**src/rtl/nand_page_pack_if.sv**
```systemverilog
// Byte-stream in / buffer-write out bundle for nand_page_pack; PAGE_XSUM exists only with NAND_PACK_XSUM_EN.
// master = host/datapath side, slave = the packer.
interface nand_page_pack_if;
  logic        START;
  logic        ABORT;
  logic        BYTE_VLD;
  logic [7:0]  BYTE_DATA;
  logic        BYTE_RDY;
  logic [9:0]  WADDR;
  logic [31:0] WD;
  logic        WEN;
  logic        BUSY;
  logic        DONE;
  logic [10:0] WORD_CNT;
  logic        DROP_ERR;
`ifdef NAND_PACK_XSUM_EN
  logic [31:0] PAGE_XSUM;

  modport master (
    output START, ABORT, BYTE_VLD, BYTE_DATA,
    input  BYTE_RDY, WADDR, WD, WEN, BUSY, DONE, WORD_CNT, DROP_ERR, PAGE_XSUM
  );
  modport slave (
    input  START, ABORT, BYTE_VLD, BYTE_DATA,
    output BYTE_RDY, WADDR, WD, WEN, BUSY, DONE, WORD_CNT, DROP_ERR, PAGE_XSUM
  );
`else
  modport master (
    output START, ABORT, BYTE_VLD, BYTE_DATA,
    input  BYTE_RDY, WADDR, WD, WEN, BUSY, DONE, WORD_CNT, DROP_ERR
  );
  modport slave (
    input  START, ABORT, BYTE_VLD, BYTE_DATA,
    output BYTE_RDY, WADDR, WD, WEN, BUSY, DONE, WORD_CNT, DROP_ERR
  );
`endif
endinterface

```
**src/rtl/nand_page_pack.sv**
```systemverilog
// Packs the NAND byte stream into 32-bit little-endian page-buffer words; NAND_PACK_XSUM_EN adds PAGE_XSUM.
// Latency: WEN one cycle after the 4th (or final) byte is accepted; DONE one cycle after the final WEN.
// Backpressure: BYTE_RDY only in FILL, never stalls inside FILL; bytes offered elsewhere are dropped and flagged.
module nand_page_pack #(
  parameter int unsigned PAGE_BYTES = 2112,
  parameter int unsigned BASE_WORD  = 0,
  parameter logic [7:0]  PAD_BYTE   = 8'hFF
) (
  input logic             CLK,
  input logic             RESETN,
  nand_page_pack_if.slave bus
);

  localparam logic [12:0] LAST_CNT  = 13'(PAGE_BYTES - 1);
  localparam bit          FULL_LAST = ((PAGE_BYTES % 4) == 0);
  localparam logic [9:0]  BASE_ADDR = 10'(BASE_WORD % 1024);

  typedef enum logic [1:0] {S_IDLE, S_FILL, S_FLUSH, S_DONE} state_t;

  state_t      state, state_d;
  logic [12:0] byte_cnt;
  logic [23:0] asm_q;
  logic [10:0] word_cnt;
  logic [9:0]  waddr_q;
  logic [31:0] wd_q;
  logic        wen_q;
  logic        done_q;
  logic        drop_q;

  logic [1:0]  lane;
  logic        accept;
  logic        last_byte;
  logic        emit;
  logic        start_acc;
  logic        final_wen;
  logic [31:0] word_d;

  always_ff @(posedge CLK or negedge RESETN) begin
    if (!RESETN) state <= S_IDLE;
    else         state <= state_d;
  end

  always_comb begin
    state_d   = state;
    lane      = byte_cnt[1:0];
    accept    = bus.BYTE_VLD && (state == S_FILL);
    last_byte = (byte_cnt == LAST_CNT);
    emit      = accept && !bus.ABORT && ((lane == 2'd3) || last_byte);
    start_acc = (state == S_IDLE) && bus.START && !bus.ABORT;
    // The last word is on the bus in DONE (full final word) or in FLUSH (padded word).
    final_wen = ((state == S_DONE) && wen_q) || (state == S_FLUSH);

    word_d[7:0]   = (lane == 2'd0) ? bus.BYTE_DATA : asm_q[7:0];
    word_d[15:8]  = (lane == 2'd1) ? bus.BYTE_DATA :
                    (lane >  2'd1) ? asm_q[15:8]   : PAD_BYTE;
    word_d[23:16] = (lane == 2'd2) ? bus.BYTE_DATA :
                    (lane == 2'd3) ? asm_q[23:16]  : PAD_BYTE;
    word_d[31:24] = (lane == 2'd3) ? bus.BYTE_DATA : PAD_BYTE;

    case (state)
      S_IDLE:  if (start_acc) state_d = S_FILL;
      S_FILL: begin
        if (bus.ABORT)                state_d = S_IDLE;
        else if (accept && last_byte) state_d = FULL_LAST ? S_DONE : S_FLUSH;
      end
      S_FLUSH: state_d = bus.ABORT ? S_IDLE : S_DONE;
      S_DONE:  state_d = S_IDLE;
      default: state_d = S_IDLE;
    endcase
  end

  always_ff @(posedge CLK or negedge RESETN) begin
    if (!RESETN) begin
      byte_cnt <= '0;
      asm_q    <= '0;
      word_cnt <= '0;
      waddr_q  <= '0;
      wd_q     <= '0;
      wen_q    <= 1'b0;
      done_q   <= 1'b0;
      drop_q   <= 1'b0;
    end else begin
      wen_q  <= emit;
      done_q <= final_wen && !bus.ABORT;

      // A byte dropped in the same cycle as START still counts against the new page.
      if (bus.BYTE_VLD && (state != S_FILL)) drop_q <= 1'b1;
      else if (start_acc)                    drop_q <= 1'b0;

      if (start_acc) begin
        byte_cnt <= '0;
        word_cnt <= '0;
      end else if (accept && !bus.ABORT) begin
        byte_cnt <= byte_cnt + 13'd1;
        case (lane)
          2'd0:    asm_q[7:0]   <= bus.BYTE_DATA;
          2'd1:    asm_q[15:8]  <= bus.BYTE_DATA;
          2'd2:    asm_q[23:16] <= bus.BYTE_DATA;
          default: ;
        endcase
        if (emit) begin
          wd_q     <= word_d;
          waddr_q  <= BASE_ADDR + word_cnt[9:0];
          word_cnt <= word_cnt + 11'd1;
        end
      end
    end
  end

`ifdef NAND_PACK_XSUM_EN
  logic [31:0] xsum_q;

  always_ff @(posedge CLK or negedge RESETN) begin
    if (!RESETN)        xsum_q <= '0;
    else if (start_acc) xsum_q <= '0;
    else if (emit)      xsum_q <= xsum_q ^ word_d;
  end

  assign bus.PAGE_XSUM = xsum_q;
`endif

  assign bus.BYTE_RDY = (state == S_FILL);
  assign bus.BUSY     = (state == S_FILL) || (state == S_FLUSH);
  assign bus.WADDR    = waddr_q;
  assign bus.WD       = wd_q;
  assign bus.WEN      = wen_q;
  assign bus.DONE     = done_q;
  assign bus.WORD_CNT = word_cnt;
  assign bus.DROP_ERR = drop_q;

endmodule
```
**src/flat_wrapper.sv**
```systemverilog
// flat-port wrapper written by rule: the top's interface ports become plain ports
module nand_page_pack_flat 
#(
  parameter int unsigned PAGE_BYTES = 2112,
  parameter int unsigned BASE_WORD  = 0,
  parameter logic [7:0]  PAD_BYTE   = 8'hFF
)
  (CLK, RESETN, bus_START, bus_ABORT, bus_BYTE_VLD, bus_BYTE_DATA, bus_BYTE_RDY, bus_WADDR, bus_WD, bus_WEN, bus_BUSY, bus_DONE, bus_WORD_CNT, bus_DROP_ERR);
  nand_page_pack_if bus_i ();
  input logic CLK;
  input logic RESETN;
  input wire logic [$bits(bus_i.START)-1:0] bus_START;
  input wire logic [$bits(bus_i.ABORT)-1:0] bus_ABORT;
  input wire logic [$bits(bus_i.BYTE_VLD)-1:0] bus_BYTE_VLD;
  input wire logic [$bits(bus_i.BYTE_DATA)-1:0] bus_BYTE_DATA;
  output wire logic [$bits(bus_i.BYTE_RDY)-1:0] bus_BYTE_RDY;
  output wire logic [$bits(bus_i.WADDR)-1:0] bus_WADDR;
  output wire logic [$bits(bus_i.WD)-1:0] bus_WD;
  output wire logic [$bits(bus_i.WEN)-1:0] bus_WEN;
  output wire logic [$bits(bus_i.BUSY)-1:0] bus_BUSY;
  output wire logic [$bits(bus_i.DONE)-1:0] bus_DONE;
  output wire logic [$bits(bus_i.WORD_CNT)-1:0] bus_WORD_CNT;
  output wire logic [$bits(bus_i.DROP_ERR)-1:0] bus_DROP_ERR;
  assign bus_i.START = bus_START;
  assign bus_i.ABORT = bus_ABORT;
  assign bus_i.BYTE_VLD = bus_BYTE_VLD;
  assign bus_i.BYTE_DATA = bus_BYTE_DATA;
  assign bus_BYTE_RDY = bus_i.BYTE_RDY;
  assign bus_WADDR = bus_i.WADDR;
  assign bus_WD = bus_i.WD;
  assign bus_WEN = bus_i.WEN;
  assign bus_BUSY = bus_i.BUSY;
  assign bus_DONE = bus_i.DONE;
  assign bus_WORD_CNT = bus_i.WORD_CNT;
  assign bus_DROP_ERR = bus_i.DROP_ERR;
  nand_page_pack #(.PAGE_BYTES(PAGE_BYTES), .BASE_WORD(BASE_WORD), .PAD_BYTE(PAD_BYTE)) u_core (.CLK(CLK), .RESETN(RESETN), .bus(bus_i));
endmodule
```
**config.mk**
```make
export PLATFORM = sky130hd
export DESIGN_NAME = nand_page_pack_flat
export DESIGN_NICKNAME = d
export VERILOG_FILES = /design/src/rtl/nand_page_pack_if.sv /design/src/rtl/nand_page_pack.sv /design/src/flat_wrapper.sv
export SDC_FILE = /design/constraint.sdc
export NUM_CORES = 1
export LEC_CHECK = 0
export BUFFER_PORTS_ARGS = -buffer_cell sky130_fd_sc_hd__buf_4
export CAP_MARGIN = 20
export CORE_MARGIN = 10
export CORE_UTILIZATION = 56
export CTS_BUF_LIST = sky130_fd_sc_hd__clkbuf_2 sky130_fd_sc_hd__clkbuf_4 sky130_fd_sc_hd__clkbuf_8
export DETAILED_ROUTE_END_ITERATION = 16
export GPL_ROUTABILITY_DRIVEN = 0
export PLACE_DENSITY_LB_ADDON = 0.08
export SKIP_LAST_GASP = 1
export SYNTH_ARGS = -nofsm -noshare
export SYNTH_HDL_FRONTEND = slang
export SYNTH_SLANG_ARGS = --single-unit
```
**constraint.sdc**
```tcl
create_clock -name CLK -period 2.4 [get_ports CLK]
set_input_delay 0 -clock CLK [delete_from_list [all_inputs] [get_ports CLK]]
set_output_delay 0 -clock CLK [all_outputs]
set_load 0.02 [all_outputs]
```
=== Yosys cells after proc, flatten, opt, wreduce, memory -nomap -nowiden ===
Cells that the tools add are included.

* Memories: 0
* Memory bits (read-only): 0
* Bits in latches: 0
* Input bits: 13
* Memory bits (writable): 0
* Flip-flop bits (word level): 95

* Order comparisons: 1
* $mul: 0
* Eq/ne operators: 10
* Bitwise logic cells: 1
* Shift-type cells: 0
* Reductions and logical operators: 24
* Multiplexer cells: 18
* Divide/modulo/power cells: 0
* Add/sub/neg operators: 2

{| class="wikitable"
|+ Operators with widths
! cell !! number
|-
| 8-bit two-way mux || 6
|-
| 11-bit two-way mux || 3
|-
| 13-bit two-way mux || 2
|-
| 13-bit by 1-bit adder with 13-bit output, second input constant || 1
|-
| 13-bit by 12-bit == test with 1-bit output, second input constant || 1
|-
| 11-bit by 1-bit adder with 11-bit output, second input constant || 1
|-
| 1-bit logical AND || 9
|-
| 3-bit AND reduction || 3
|-
| 2-bit == test, second input constant || 4
|-
| 2-bit two-way mux || 4
|-
| 2-bit case mux with 4 select lines || 1
|-
| 2-bit AND reduction || 3
|-
| 2-bit nonzero test || 3
|-
| 2-bit by 1-bit == test with 1-bit output, second input constant || 2
|-
| 2-bit zero test || 2
|-
| 2-bit by 1-bit != test with 1-bit output, second input constant || 2
|-
| 1-bit logical OR || 3
|-
| 3-bit by 2-bit != test with 1-bit output, second input constant || 1
|-
| 2-bit by 1-bit greater-than comparator with 1-bit output, second input constant || 1
|-
| 1-bit two-way mux || 2
|-
| 1-bit zero test || 1
|-
| 1-bit inverter || 1
|}

=== Longest topological paths before layout ===
Gate-level depths: netlist of the first run.

* Word-level depth: 7
* Depth in mapped cells: 9

=== Least setup slack after synthesis of the first run ===
No wires, ideal clock.

* Path type: flip-flop to flip-flop
* From: register u_core.state[1]
* To: register u_core.wd_q[26], in the netlist u_core.bus.WD[26]
* Required time: 2.275 ns
* Cell stages (with the launch flop): 9
* Data arrival time: 1.772 ns
* Library setup time: 0.125 ns
* Path slack: 0.503 ns
* Cells stage by stage: dfrtp_1 -> inv_1 -> ha_1 -> and4b_1 -> buf_4 -> nand2_2 -> buf_6 -> buf_6 -> mux2_4

* Longest elaborated chain between the ends: 5
* Elaborated cells on any way between the ends: 9
* Classes of those cells: 1 x eq/ne; 1 x bitwise; 7 x reduce/logical

{| class="wikitable"
|+ Ends and longest elaborated chain
! item !! line !! text
|-
| start: declaration || nand_page_pack.sv:20 || <nowiki>state_t state, state_d;</nowiki>
|-
| start signal: assignment || nand_page_pack.sv:40 || <nowiki>else state <= state_d;</nowiki>
|-
| 2-bit by 1-bit == test with 1-bit output || - ||
|-
| net bus_BYTE_RDY || flat_wrapper.sv:16 || <nowiki>output wire logic [$bits(bus_i.BYTE_RDY)-1:0] bus_BYTE_RDY;</nowiki>
|-
| 1-bit logical AND || nand_page_pack.sv:46 || <nowiki>accept = bus.BYTE_VLD && (state == S_FILL);</nowiki>
|-
| 1-bit logical AND || nand_page_pack.sv:48, nand_page_pack.sv:93 ||
|-
| 1-bit logical AND || nand_page_pack.sv:48 || <nowiki>emit = accept && !bus.ABORT && ((lane == 2'd3) || last_byte);</nowiki>
|-
| net u_core.emit || nand_page_pack.sv:33 || <nowiki>logic emit;</nowiki>
|-
| 3-bit AND reduction (no line) || - ||
|-
| end signal: assignment || nand_page_pack.sv:102 || <nowiki>wd_q <= word_d;</nowiki>
|-
| end: declaration || nand_page_pack.sv:25 || <nowiki>logic [31:0] wd_q;</nowiki>
|}

The timed path passes the listed nets, and every way through them passes these cells.
A chain may end at the register's enable or synchronous reset.

=== Worst setup path in the final report of the first run ===
* From: register u_core.state[1]
* To: register u_core.asm_q[18]

* Longest elaborated chain between the ends: 5
* Elaborated cells on any way between the ends: 8
* Classes of those cells: 1 x eq/ne; 1 x bitwise; 6 x reduce/logical

{| class="wikitable"
|+ Ends and longest elaborated chain
! item !! line !! text
|-
| 2-bit zero test || nand_page_pack.sv:49 || <nowiki>start_acc = (state == S_IDLE) && bus.START && !bus.ABORT;</nowiki>
|-
| 1-bit logical AND (2 in series) || nand_page_pack.sv:49 ||
|-
| 1-bit inverter (no line) || - ||
|-
| 3-bit AND reduction (no line) (*) || - ||
|-
| end signal: assignment || nand_page_pack.sv:98 || <nowiki>2'd2: asm_q[23:16] <= bus.BYTE_DATA;</nowiki>
|-
| end: declaration || nand_page_pack.sv:22 || <nowiki>logic [23:0] asm_q;</nowiki>
|}

Every way passes the cells marked *; elsewhere a longest branch is shown, timed or not.

==> impl_metrics.py, run 1 <==
metrics = {
    "synthesis": {
        "synthXorXnorAreaFrac": 0.0352,
        "synthMuxAreaShare": 0.145,
        "synth-seq-cells": 95,
        "synth_largest_area_cell": "dfrtp_1",
        "synth_area_leaders": "dfrtp_1 (56%), mux2_2 (11%), nand2_1 (3.3%)",
        "avgSynthCellArea_um2": 11.5,
        "yosysWarningCount": 0,
        "ys.flop_type": "dfrtp_1",
        "async_reset_ff_frac": 1.00,
        "netlist_area_um2": 4230,
        "synth_top_cell_area_share": 0.562,
        "synthAdderAreaFrac": 0.0266,
        "synth_cell_types": 42,
        "synthCells": 367,
        "synth_compound_gate_area_share": 0.0789,
        "syn_nets": 389,
        "synth_simple_gate_area_frac": 0.119,
        "yosysSeqAreaShare": 0.562,
        "synth_top_family_by_area": "multiplexers",
        "synth_edf_count": 0,
    },
    "sta": {
        "tns_ps": 0,
        "max_freq_mhz": 514,
        "slew_headroom": 0.502,
        "finalCriticalPeriod_ps": 1950,
        "drv_slew": 0,
        "holdWs_ps": 31.4,
        "rsz0062_at_grt": "false",
        "max_slew.worst_pin.slew_ps": 747,
        "hold_viol_final": 0,
        "finalSetupViolCount": 0,
        "fin_skew_ps": 11.2,
        "fin_crit_sh": 0.811,
    },
    "final_layout": {
        "nNetsFinal": 474,
        "n_antenna_cell": 0,
        "final_util": 0.711,
        "syn2layout_area_growth_pct": 22.5,
        "fill_cells": 566,
        "layout-drive-gt1-share": 0.322,
    },
    "floorplanning": {
        "die_w_um": 107,
        "io_pins": 71,
        "num_rows": 31,
        "dieArea_um2": 11400,
        "start_util": 0.580,
        "die_h_um": 107,
        "core_area_um2": 7290,
    },
    "worst_hold_path": {
        "hold_path.startpoint": "bus_BYTE_VLD",
        "hp-class": "primary input to register",
        "min_to": "u_core.bus.DROP_ERR",
        "hold_path_depth": 3,
    },
    "cts": {
        "cts_sinks": 95,
        "worstSkewPairLatency_ps": 350,
        "path_clk_slew_ps": 80,
        "cts-htree-levels": 3,
        "clockBufferDepth": 2,
        "tritoncts": "yes",
        "cts_made_buffers": 9,
        "post_cts_buffers": 0,
        "root_buffer": "clkbuf_8",
    },
    "routing": {
        "totalWireLength_mm": 9.13,
        "drtAntennaViolNets": 0,
        "vias": 3015,
        "drtPass1Iterations": 4,
        "drt_iter0_markers": 89,
        "wl_per_cell_um": 16.5,
        "drc": 0,
        "vias_per_cell": 5.43,
    },
    "pwr": {
        "p_leak_nw": 2.57,
        "swShare": 0.332,
        "p_clk_frac": 0.215,
        "ir_drop_uv": 566,
        "cellPowerDensity_nw_per_um2": 942,
        "p_int_mw": 3.26,
        "p_sw_mw": 1.62,
        "p_comb_frac": 0.333,
        "seq_power_share": 0.452,
    },
    "placement": {
        "dp_hpwl_mm": 6.50,
        "port-buffer-count": 70,
    },
    "global_routing": {
        "grt.overflow.total": 0,
        "grt_busiest_layer": "met2",
        "antenna_found_initial": 0,
        "grtUsageMet1": 0.204,
        "grtUsageMet3": 0.0485,
        "grt_pass1_wl_mm": 15.9,
        "grt_pass1_vias": 3172,
        "grt_max_degree": 59,
        "grt.total_usage": 0.171,
        "met2_usage": 0.283,
    },
    "worst_setup_path": {
        "reg2reg_depth": 6,
        "critPathLaunchType": "register",
        "crit_type": "register to register",
        "r2r-start": "u_core.state[1]",
        "worst_r2r_endpoint": "u_core.asm_q[18]",
        "required_ps": 2640,
        "end_kind": "register",
        "crit_fanout": 8,
        "crit_arrival_ps": 2180,
        "r2r_slack_ps": 450,
    },
    "job": {
        "drv_cap": 0,
    },
    "run_status": {
        "outcome": "completed",
    },
}
==> kinds of logic after synthesis <==
kind of cell    after synthesis
mux                          55
compound gates               60
xor+xnor                     17
flops                        95
fa+ha+maj                     9
simple gates                100
buf+inv                      31
==> layout make-up <==
class | count | area (um2) | share of cell area
Clock buffer | 12 | 153 | 0.0294
Tap cell | 99 | 124 | 0.0239
Clock inverter | 3 | 43.8 | 0.00845
Sequential cell | 95 | 2380 | 0.458
Timing Repair Buffer | 89 | 718 | 0.139
Multi-Input combinational cell | 241 | 1710 | 0.330
Inverter | 16 | 60.1 | 0.0116
==> layout by cell type, fill, tap and decap left out, types with 2 or more instances in the layout <==
cell type and count:
a21oi_1 19, nand2_2 4, o21ai_0 26, nor4_1 6, buf_4 77, nor2_1 25, ha_1 9, clkbuf_4 2
nand3_1 6, dfrtp_1 95, nor3_1 3, o22ai_1 8, mux2_4 2, or3_1 2, mux2_2 41, xor2_1 5
inv_1 15, clkbuf_8 10, xnor2_1 12, nand2b_1 3, mux2i_1 12, nand4_1 5, buf_12 2, nand2_1 37
dlygate4sd3_1 10
==> power by group through the flow <==
stage	Clock, mW	Combinational (mW)	Sequential, mW
finish	1.05	1.63	2.21
CTS	1.08	1.65	2.21
floorplan	0	0.855	2.40
detailed placement	0	1.63	2.24
global placement	0	1.58	2.22
global route	1.16	1.80	2.26
==> critical path: stages (launching register included) <==
cell	delay [ps]
dfrtp_1	410
inv_1	110
ha_1	240
nand2b_1	110
nor3b_2	390
nand2_2	230
mux2_2	340
==> timing repair <==
| item | CTS | global route |
|---|---|---|
| gates resized for setup | 0 | 0 |
| hold buffers | 10 | 0 |
| hold endpoints to repair | 89 | 0 |
| setup endpoints to repair | 0 | 0 |
==> metal layers <==
layer,vias to the layer above,routed length [um]
li1,1451,-
met1,1490,3990
met2,61,4560
met3,13,439
met4,0,150
met5,-,0
==> metrics by stage <==
step	power [mW]	cells	worst slack (ps)	area, um2
global placement	3.80	530	547	4890
global route	5.22	555	221	5180
floorplan	3.25	367	503	4230
finish	4.88	555	454	5180
detailed placement	3.87	530	469	4890
CTS	4.94	555	449	5180
==> Yosys cell counts, types with 2 or more instances <==
cell / number
nand2b_1: 3
o22ai_1: 8
nor3_1: 3
nand2_2: 4
nor2_1: 25
nand2_1: 37
buf_6: 2
dfrtp_1: 95
a21oi_1: 19
clkbuf_1: 4
nand3_1: 6
buf_2: 6
ha_1: 9
xor2_1: 5
inv_1: 15
nor4_1: 6
xnor2_1: 12
buf_4: 2
mux2_4: 2
mux2_2: 41
mux2i_1: 12
or3_1: 2
o21ai_0: 26
nand4_1: 5
==> flip-flops by register name, summed over array words and instances, names as in the netlist, 2 cells and up <==
register,count
u_core.bus.WORD_CNT,11
u_core.bus.WD,32
u_core.byte_cnt,13
u_core.state,2
u_core.asm_q,24
u_core.bus.WADDR,10
==> worst max-delay path by stage <==
stage | endpoint | slack, ps | startpoint
2_1_floorplan | u_core.bus.WD[26] | 500 | u_core.state[1]
5_1_grt | u_core.asm_q[18] | 220 | u_core.state[1]
6_report | u_core.asm_q[18] | 450 | u_core.state[1]
3_3_place_gp | u_core.asm_q[23] | 550 | u_core.state[1]
4_1_cts | u_core.asm_q[18] | 450 | u_core.state[1]
3_5_place_dp | u_core.asm_q[18] | 470 | u_core.state[1]
Note: power is estimated with default switching activity, not from simulation.
==> inputs of run 2 (changes only) <==
- clock period: 2.4 -> 1.8 ns (I/O delays scaled with it)
==> run 2 against run 1 <==
  * Core utilization rose by 2.0 points
  * Register-to-register slack got worse by 360 ps
  * Fmax increased by 14%
  * Setup slack worse by 360 ps
  * Cell area is 2.8% higher
  * Non-clock buffer count grew 9
  * Sequential cell count unchanged
  * Global-route usage down 0.62 points
==> impl_metrics.py, run 2 (synthesis results as in run 1) <==
metrics = {
    "pwr": {
        "p_leak_nw": 2.66,
        "p_int_mw": 4.53,
        "p_comb_frac": 0.348,
        "seq_power_share": 0.434,
        "ir_drop_uv": 908,
        "swShare": 0.327,
        "cellPowerDensity_nw_per_um2": 1260,
        "total_power_mw": 6.74,
        "p_sw_mw": 2.21,
        "p_clk_frac": 0.219,
    },
    "run_status": {
        "outcome": "completed",
    },
    "routing": {
        "drtPass1Iterations": 4,
        "vias_per_cell": 5.32,
        "totalWireLength_mm": 9.04,
        "drtAntennaViolNets": 0,
        "drc": 0,
        "vias": 2995,
        "drt_iter0_markers": 108,
        "wl_per_cell_um": 16.1,
    },
    "global_routing": {
        "grt.overflow.total": 0,
        "grt_max_degree": 75,
        "antenna_found_initial": 0,
        "grt.total_usage": 0.164,
        "grt_pass1_vias": 3052,
        "grt_pass1_wl_mm": 15.4,
    },
    "final_layout": {
        "layout-drive-gt1-share": 0.347,
        "nNetsFinal": 483,
        "final_area_um2": 5330,
        "mostFrequentLayoutCell": "dfrtp_1",
        "syn2layout_area_growth_pct": 25.9,
        "largest_register_ffs": 32,
        "n_antenna_cell": 0,
        "layout_common_cells": "dfrtp_1 (95), buf_4 (84), mux2_2 (41)",
    },
    "floorplanning": {
        "num_rows": 31,
        "io_pins": 71,
        "start_util": 0.580,
        "dieArea_um2": 11400,
        "die_h_um": 107,
        "core_area_um2": 7290,
        "die_w_um": 107,
    },
    "sta": {
        "holdWs_ps": 29.1,
        "tns_ps": 0,
        "max_slew.worst_pin.slew_ps": 467,
        "fin_skew_ps": 9.27,
        "finalSetupViolCount": 0,
        "finalCriticalPeriod_ps": 1710,
        "drv_slew": 0,
        "max_freq_mhz": 585,
        "hold_viol_final": 0,
        "slew_headroom": 0.689,
        "fin_crit_sh": 0.950,
    },
    "placement": {
        "port-buffer-count": 70,
        "dp_hpwl_mm": 6.51,
        "postPlaceCellArea_um2": 4970,
    },
    "cts": {
        "path_clk_slew_ps": 80,
        "cts-htree-levels": 3,
        "clockBufferDepth": 2,
        "worstSkewPairLatency_ps": 360,
        "tritoncts": "yes",
        "root_buffer": "clkbuf_8",
        "cts_made_buffers": 9,
        "cts_sinks": 95,
    },
    "worst_setup_path": {
        "crit_fanout": 8,
        "crit_arrival_ps": 1950,
        "worstPathCellList": "inv_2, ha_2, nand2_1, nor3b_4, buf_4, nand2_4, mux2_2",
        "crit_type": "register to register",
        "critPathLaunchType": "register",
        "slowest_delay_ps": 410,
        "end_kind": "register",
        "required_ps": 2040,
        "critical_path_buf_inv_count": 2,
        "crit_slowest_cell": "dfrtp_1",
        "cp_top_family": "flip-flops",
    },
    "job": {
        "drv_cap": 0,
    },
    "worst_hold_path": {
        "hp-class": "primary input to register",
    },
}
[run 2: power groups by stage]
stage                     Combinational [mW]  Clock (mW)  Sequential [mW]
after floorplan                         1.16           0             3.20
after global placement                  2.23           0             2.94
after detailed placement                2.30           0             2.97
after CTS                               2.34        1.51             2.92
after global routing                    2.60        1.60             2.98
final                                   2.34        1.47             2.92
[run 2: metrics by stage]
| stage | std cells | util | worst slack (ps) |
|---|---|---|---|
| detailed placement | 537 | 0.681 | -84.7 |
| CTS | 561 | 0.724 | 10.0 |
| finish | 563 | 0.731 | 90.9 |
| floorplan | 367 | - | 44.2 |
| global route | 563 | 0.731 | -16.5 |
| global placement | 537 | 0.681 | -18.1 |
[run 2: cell type report]
class | count | area, um2
clock buffer | 10 | 131
clock inverter | 4 | 72.6
fill | 533 | 1960
inverter | 16 | 60.1
multi-input combinational | 241 | 1760
sequential | 95 | 2380
tap | 99 | 124
timing repair buffer | 98 | 802
[run 2: worst paths after layout]
| kind | from | end | slack, ps | depth (start not counted) |
|---|---|---|---|---|
| worst min register to register | u_core.bus.WD[19] | u_core.bus.WD[19] | 490 | 2 |
| worst max register to register | u_core.state[1] | u_core.asm_q[13] | 90 | 7 |
| max in group asynchronous | RESETN | u_core.bus.WORD_CNT[7] | 1070 | 3 |
| worst min-delay path | bus_BYTE_VLD | u_core.bus.DROP_ERR | 30 | 3 |
| min in group asynchronous | RESETN | u_core.bus.WD[6] | 60 | 2 |
| worst max-delay path | u_core.state[1] | u_core.asm_q[13] | 90 | 7 |
[run 2: worst register-to-register path: cells and delay by family (launching register included)]
family | cells | cell delay, ps
adder cells (fa/ha/maj) | 1 | 210
multiplexers | 1 | 350
AND/OR/NAND/NOR | 3 | 360
flip-flops | 1 | 410
buffers and inverters | 2 | 270
[run 2: what timing repair did]
item                                   4_1_cts  5_1_grt
gates resized for setup                      1       10
setup endpoints to repair                   24       54
buffers inserted                             0        2
pin swaps                                    0        1
cloned                                       0        0
endpoints found under the hold margin      128        0
hold buffers                                10        0
[run 2: routing by layer]
layer  track usage  wire length [um]  vias to the layer above
met4        0.0542               108                        0
li1              -                 -                     1460
met2         0.273              4500                       55
met3        0.0491               452                       12
met5             0                 0                        -
met1         0.200              3980                     1468
